===== config.mk =====
export PLATFORM = sky130hd
export DESIGN_NAME = ps2_kb_cmd_ctrl
export DESIGN_NICKNAME = d
export VERILOG_FILES = /design/src/rtl/ps2_kb_cmd_ctrl.sv
export SDC_FILE = /design/constraint.sdc
export NUM_CORES = 1
export LEC_CHECK = 0
export BUFFER_PORTS_ARGS = -buffer_cell sky130_fd_sc_hd__buf_2
export CORE_MARGIN = 4
export CORE_UTILIZATION = 52
export DETAILED_ROUTE_END_ITERATION = 8
export GPL_TIMING_DRIVEN = 0
export PLACE_DENSITY = 0.85
export SYNTH_ARGS = -nofsm -noshare
export SYNTH_HDL_FRONTEND = slang
export SYNTH_SLANG_ARGS = --single-unit

===== constraint.sdc =====
create_clock -name clk -period 2 [get_ports clk]
set_input_delay 0.3 -clock clk [delete_from_list [all_inputs] [get_ports clk]]
set_output_delay 0.3 -clock clk [all_outputs]
set_load 0.02 [all_outputs]

===== src/rtl/ps2_kb_cmd_ctrl.sv =====
// ---------------------------------------------------------------------------
// ps2_kb_cmd_ctrl
//   Host-to-keyboard command sequencer for a PS/2 keyboard. Sends either the
//   keyboard reset command (FF, then waits for the self-test result) or the
//   set-LEDs command (ED followed by the LED argument byte). It handles
//   ACK/RESEND replies with a bounded retry count and a per-byte response
//   timeout. Receiver bytes that are not part of the command handshake are
//   forwarded to the scan-code path.
//
// Parameters
//   TIMEOUT_CYC : cycles to wait for each keyboard response byte
//   MAX_RETRY   : maximum resends of one byte after an FE reply
//
// Ports
//   clk          in   clock, rising edge
//   reset        in   asynchronous active-low reset
//   led_req      in   one-cycle request to send the LED state
//   led_val[2:0] in   {caps, num, scroll}, sampled when led_req is accepted
//   rst_req      in   one-cycle request to send the keyboard reset command
//   tx_idle      in   PS/2 transmitter ready for a byte
//   tx_wr        out  one-cycle strobe loading tx_data into the transmitter
//   tx_data[7:0] out  byte to transmit (holds the last byte sent)
//   rx_done_tick in   received-byte strobe
//   rx_data[7:0] in   received byte, valid with rx_done_tick
//   rx_fwd_tick  out  rx_done_tick minus the bytes consumed by the handshake
//   busy         out  high while a command is in progress
//   done_tick    out  one-cycle pulse on successful completion
//   err          out  sticky failure flag, cleared by the next accepted request
// ---------------------------------------------------------------------------
module ps2_kb_cmd_ctrl #(
  parameter int TIMEOUT_CYC = 2000000,
  parameter int MAX_RETRY   = 3
) (
  input  logic       clk,
  input  logic       reset,
  input  logic       led_req,
  input  logic [2:0] led_val,
  input  logic       rst_req,
  input  logic       tx_idle,
  output logic       tx_wr,
  output logic [7:0] tx_data,
  input  logic       rx_done_tick,
  input  logic [7:0] rx_data,
  output logic       rx_fwd_tick,
  output logic       busy,
  output logic       done_tick,
  output logic       err
);

  localparam int TO_W = (TIMEOUT_CYC > 1) ? $clog2(TIMEOUT_CYC) : 1;
  localparam int RT_W = (MAX_RETRY > 0) ? $clog2(MAX_RETRY + 1) : 1;
  localparam logic [TO_W-1:0] TO_LAST = TO_W'(TIMEOUT_CYC - 1);
  localparam logic [RT_W-1:0] RT_MAX  = RT_W'(MAX_RETRY);

  localparam logic [7:0] CMD_RESET = 8'hFF;
  localparam logic [7:0] CMD_LEDS  = 8'hED;
  localparam logic [7:0] RSP_ACK   = 8'hFA;
  localparam logic [7:0] RSP_RESND = 8'hFE;
  localparam logic [7:0] RSP_BATOK = 8'hAA;
  localparam logic [7:0] RSP_BATER = 8'hFC;

  typedef enum logic [1:0] {IDLE, SEND, WAIT_ACK, WAIT_BAT} state_t;

  state_t          state_reg;
  logic            byte_ptr_reg;   // 0: command byte, 1: argument byte
  logic            cmd_rst_reg;    // 1: reset command in flight, 0: LED command
  logic [7:0]      arg_reg;
  logic [RT_W-1:0] retry_reg;
  logic [TO_W-1:0] to_cnt_reg;

  logic [7:0]      cur_byte;
  logic [TO_W-1:0] to_cnt_next;
  logic            rx_ack, rx_resend, rx_bat_ok, rx_bat_err;
  logic            consumed;

  assign cur_byte = byte_ptr_reg ? arg_reg : (cmd_rst_reg ? CMD_RESET : CMD_LEDS);

  // Saturating increment: the counter never wraps even if the exit
  // compare were ever bypassed.
  assign to_cnt_next = (to_cnt_reg == {TO_W{1'b1}}) ? to_cnt_reg : to_cnt_reg + 1'b1;

  assign rx_ack     = rx_done_tick && (rx_data == RSP_ACK);
  assign rx_resend  = rx_done_tick && (rx_data == RSP_RESND);
  assign rx_bat_ok  = rx_done_tick && (rx_data == RSP_BATOK);
  assign rx_bat_err = rx_done_tick && (rx_data == RSP_BATER);

  // Only the handshake bytes the current wait state acts on are swallowed;
  // everything else (including bytes in IDLE/SEND) goes to the scan-code path.
  always_comb begin
    consumed = 1'b0;
    case (state_reg)
      WAIT_ACK: consumed = rx_ack || rx_resend;
      WAIT_BAT: consumed = rx_bat_ok || rx_bat_err;
      default:  consumed = 1'b0;
    endcase
  end

  assign rx_fwd_tick = rx_done_tick && !consumed;
  assign busy        = (state_reg != IDLE);

  always_ff @(posedge clk or negedge reset) begin
    if (!reset) begin
      state_reg    <= IDLE;
      byte_ptr_reg <= 1'b0;
      cmd_rst_reg  <= 1'b0;
      arg_reg      <= 8'h00;
      retry_reg    <= '0;
      to_cnt_reg   <= '0;
      tx_wr        <= 1'b0;
      tx_data      <= 8'h00;
      done_tick    <= 1'b0;
      err          <= 1'b0;
    end else begin
      tx_wr     <= 1'b0;
      done_tick <= 1'b0;
      case (state_reg)
        IDLE: begin
          // Reset command wins when both requests arrive together.
          if (rst_req) begin
            cmd_rst_reg  <= 1'b1;
            byte_ptr_reg <= 1'b0;
            retry_reg    <= '0;
            err          <= 1'b0;
            state_reg    <= SEND;
          end else if (led_req) begin
            cmd_rst_reg  <= 1'b0;
            arg_reg      <= {5'b00000, led_val};
            byte_ptr_reg <= 1'b0;
            retry_reg    <= '0;
            err          <= 1'b0;
            state_reg    <= SEND;
          end
        end

        SEND: begin
          if (tx_idle) begin
            tx_wr      <= 1'b1;
            tx_data    <= cur_byte;
            to_cnt_reg <= '0;
            state_reg  <= WAIT_ACK;
          end
        end

        WAIT_ACK: begin
          if (rx_ack) begin
            retry_reg <= '0;
            if (!cmd_rst_reg && !byte_ptr_reg) begin
              byte_ptr_reg <= 1'b1;
              state_reg    <= SEND;
            end else if (cmd_rst_reg) begin
              to_cnt_reg <= '0;
              state_reg  <= WAIT_BAT;
            end else begin
              done_tick <= 1'b1;
              state_reg <= IDLE;
            end
          end else if (rx_resend) begin
            if (retry_reg == RT_MAX) begin
              err       <= 1'b1;
              state_reg <= IDLE;
            end else begin
              retry_reg <= retry_reg + 1'b1;
              state_reg <= SEND;
            end
          end else if (to_cnt_reg == TO_LAST) begin
            err       <= 1'b1;
            state_reg <= IDLE;
          end else begin
            to_cnt_reg <= to_cnt_next;
          end
        end

        WAIT_BAT: begin
          if (rx_bat_ok) begin
            done_tick <= 1'b1;
            state_reg <= IDLE;
          end else if (rx_bat_err) begin
            err       <= 1'b1;
            state_reg <= IDLE;
          end else if (to_cnt_reg == TO_LAST) begin
            err       <= 1'b1;
            state_reg <= IDLE;
          end else begin
            to_cnt_reg <= to_cnt_next;
          end
        end

        default: state_reg <= IDLE;
      endcase
    end
  end

endmodule


==> summary.md <==
| Metric | Value |
|---|---|
| Most frequent cells in the layout | `dfrtp_1 (34), buf_2 (29), nand2_1 (28), buf_4 (21), nor2_1 (14)` |
| CP endpoint kind | `flip-flop` |
| Register area share after synthesis | `0.405` |
| Area Overhead vs Synth | `27.1%` |
| RSZ-0062 raised after global routing | `yes` |
| Port bufs | `29` |
| Die height | `75.2 um` |
| Synth Register Bits | `38` |
| Die area | `0.00566 mm2` |
| Vias per cell | `6.70` |
| Final hold viol count | `0` |
| Final Total Pwr | `3.18 mW` |
| Final period util | `0.996` |
| WL met2 | `3170 um` |
| Slew HR | `0.193` |
| CTS sink cnt | `38` |
| Max reg flops | `21` |
| Maximum VDD drop | `0.000812 V` |
| Max-cap check violation count | `0` |
| Core area | `0.00435 mm2` |
| Reg area | `956 um2` |
| Setup_tns | `0 ps` |
| Post-route ant nets | `0` |
| Ports | `30` |
| Worst-path clk slew | `80 ps` |
| Post-synthesis cell count | `253` |
| Fin nets | `327` |
| Longest Clk Path Bufs | `2` |
| WP data arrival | `2230 ps` |
| Initial antenna violation count | `0` |
| Yosys warns | `0` |
| Most common cell after layout, fill and taps aside | `dfrtp_1` |
| Setup CP Type | `flip-flop to flip-flop` |
| Vias in the first global route | `2,120` |
| TritonCTS buffer count | `5` |
| GRT Residual Overflow | `0` |
| Final setup fails | `0` |
| Tightest Pin Transition | `1200 ps` |
| Status | `finished, final reports clean` |
| Slew Viols, Final | `0` |
| CP Data Required Time | `2230 ps` |
| Clock Skew | `8.17 ps` |
| CTS H-tree lvls | `2` |
| Starting DRT DRC Count | `407` |
| Number of synthesized flops with an enable pin | `0` |
| Synth unique cells | `55` |
| Main flop type after synthesis | `dfrtp_1` |
| Power per cell area | `1070 mW/mm2` |
| Cts hold-fix bufs | `0` |
| DR pass1 iterations | `8` |
| Post-route DRC violation count | `0` |
| DP HPWL | `3860 um` |
| Total GRT Usage | `0.225` |
| Routed wire per std cell | `18.6 um` |
| Ratio of cells with drive above 1 in the final layout | `0.343` |
| Global-route wire length before repair | `9890 um` |
| Hold Crit Class | `input port to asynchronous set/reset pin` |
| Largest net degree at the start of global routing | `39` |
| Clock root buffer | `clkbuf_8` |
| Top Metal Used | `met4` |
| Final WL | `6730 um` |
| Post-synth ARST share | `1.00` |
| Mapped Area | `0.00235 mm2` |
| DR vias | `2,420` |
| CP startpoint kind | `flip-flop` |
| Area occupied by multi-input gates | `0.00133 mm2` |
| Tmin final | `1990 ps` |
| ANT cells | `0` |
| # rows | `24` |
| GPL Wtd Cong | `0.967` |
| Max frequency | `502 MHz` |
| Syn Nets | `272` |
| Leakage | `1.23 nW` |
| Starting density of the core | `0.539` |
| CTS tree | `done` |
| Synthesized area per cell | `9.28 um2` |
| Die X | `75.2 um` |
| Worst-path fanout max | `7` |
| Wire length on met3 | `572 um` |
| Met1 WL | `2780 um` |
| Layout fillers | `306` |
| Worst-Skew Late Latency | `300 ps` |
## final cells by class
cell class | instances | area share
Multi-Input combinational cell | 191 | 0.445
Sequential cell | 38 | 0.320
Timing Repair Buffer | 49 | 0.109
Buffer | 11 | 0.0423
Clock buffer | 5 | 0.0231
Clock inverter | 3 | 0.0231
Tap cell | 52 | 0.0218
Inverter | 12 | 0.0151
## what timing repair did
item	4_1_cts	5_1_grt
pin swaps	3	8
endpoints found under the setup margin	19	17
resized for setup	5	21
gates cloned	0	1
setup buffers	12	8
## cell usage after synthesis, types with 4 or more instances
master | count | area share
a31oi_1 | 5 | 0.013
nand3_1 | 13 | 0.028
a21oi_2 | 10 | 0.037
nand2_1 | 28 | 0.045
nand2b_1 | 5 | 0.013
o21ai_0 | 7 | 0.015
nor3_1 | 4 | 0.0085
buf_6 | 4 | 0.019
o31ai_1 | 11 | 0.035
or4_1 | 13 | 0.042
nand4_1 | 11 | 0.029
dfrtp_1 | 38 | 0.40
nor2_1 | 14 | 0.022
and3_1 | 4 | 0.011
a21oi_1 | 14 | 0.030
nor4_1 | 5 | 0.013
inv_1 | 11 | 0.018
## final timing paths
check / from / endpoint / slack (ps) / cells after the start
min reg2reg: err / err / 520 / 2
min: reset / to_cnt_reg[1] / 100 / 1
max in group asynchronous: reset / to_cnt_reg[14] / 1320 / 1
max: to_cnt_reg[11] / to_cnt_reg[11] / 7 / 8
min in group clk: led_val[2] / arg_reg[2] / 210 / 3
max reg2reg: to_cnt_reg[11] / to_cnt_reg[11] / 7 / 8
## critical path, cell delays in order (launching register included)
cell and delay, ps:
dfrtp_1 390, nand4_1 150, or4b_4 560, buf_6 150, a21oi_4 160, buf_6 160, clkbuf_16 150, o31ai_1 80
a21oi_2 110
## power by group
group / leakage [nW] / switching [mW] / internal, mW
Combinational: 0.675 / 0.810 / 0.518
Sequential: 0.489 / 0.137 / 0.917
Clock: 0.0683 / 0.296 / 0.500
Total: 1.23 / 1.24 / 1.94
## cells by family (layout without fill, tap and decap cells)
kind of cell | count (synthesis) | after routing | synth area share
flops | 38 | 38 | 0.405
fa+ha+maj | 2 | 2 | 0.0107
mux | 5 | 5 | 0.0229
xor+xnor | 1 | 1 | 0.00373
buf+inv | 24 | 80 | 0.0703
compound gates | 64 | 64 | 0.193
simple gates | 119 | 119 | 0.294
## stage by stage
step	cell area (um2)	hold slack, ps	utilization	setup slack [ps]	instances
2_1_floorplan	2350	4.41	-	75.9	253
3_3_place_gp	2560	447	0.588	-215	334
3_5_place_dp	2560	454	0.588	-248	334
4_1_cts	2800	134	0.643	0.0562	353
5_1_grt	2980	178	0.685	-48.9	361
6_report	2980	102	0.685	7.29	361
## per-layer routing
layer,track usage,up-vias
li1,-,1066
met1,0.310,1181
met2,0.354,144
met3,0.0481,29
met4,0.0738,0
met5,0,-
(Power assumes the default switching activity.)
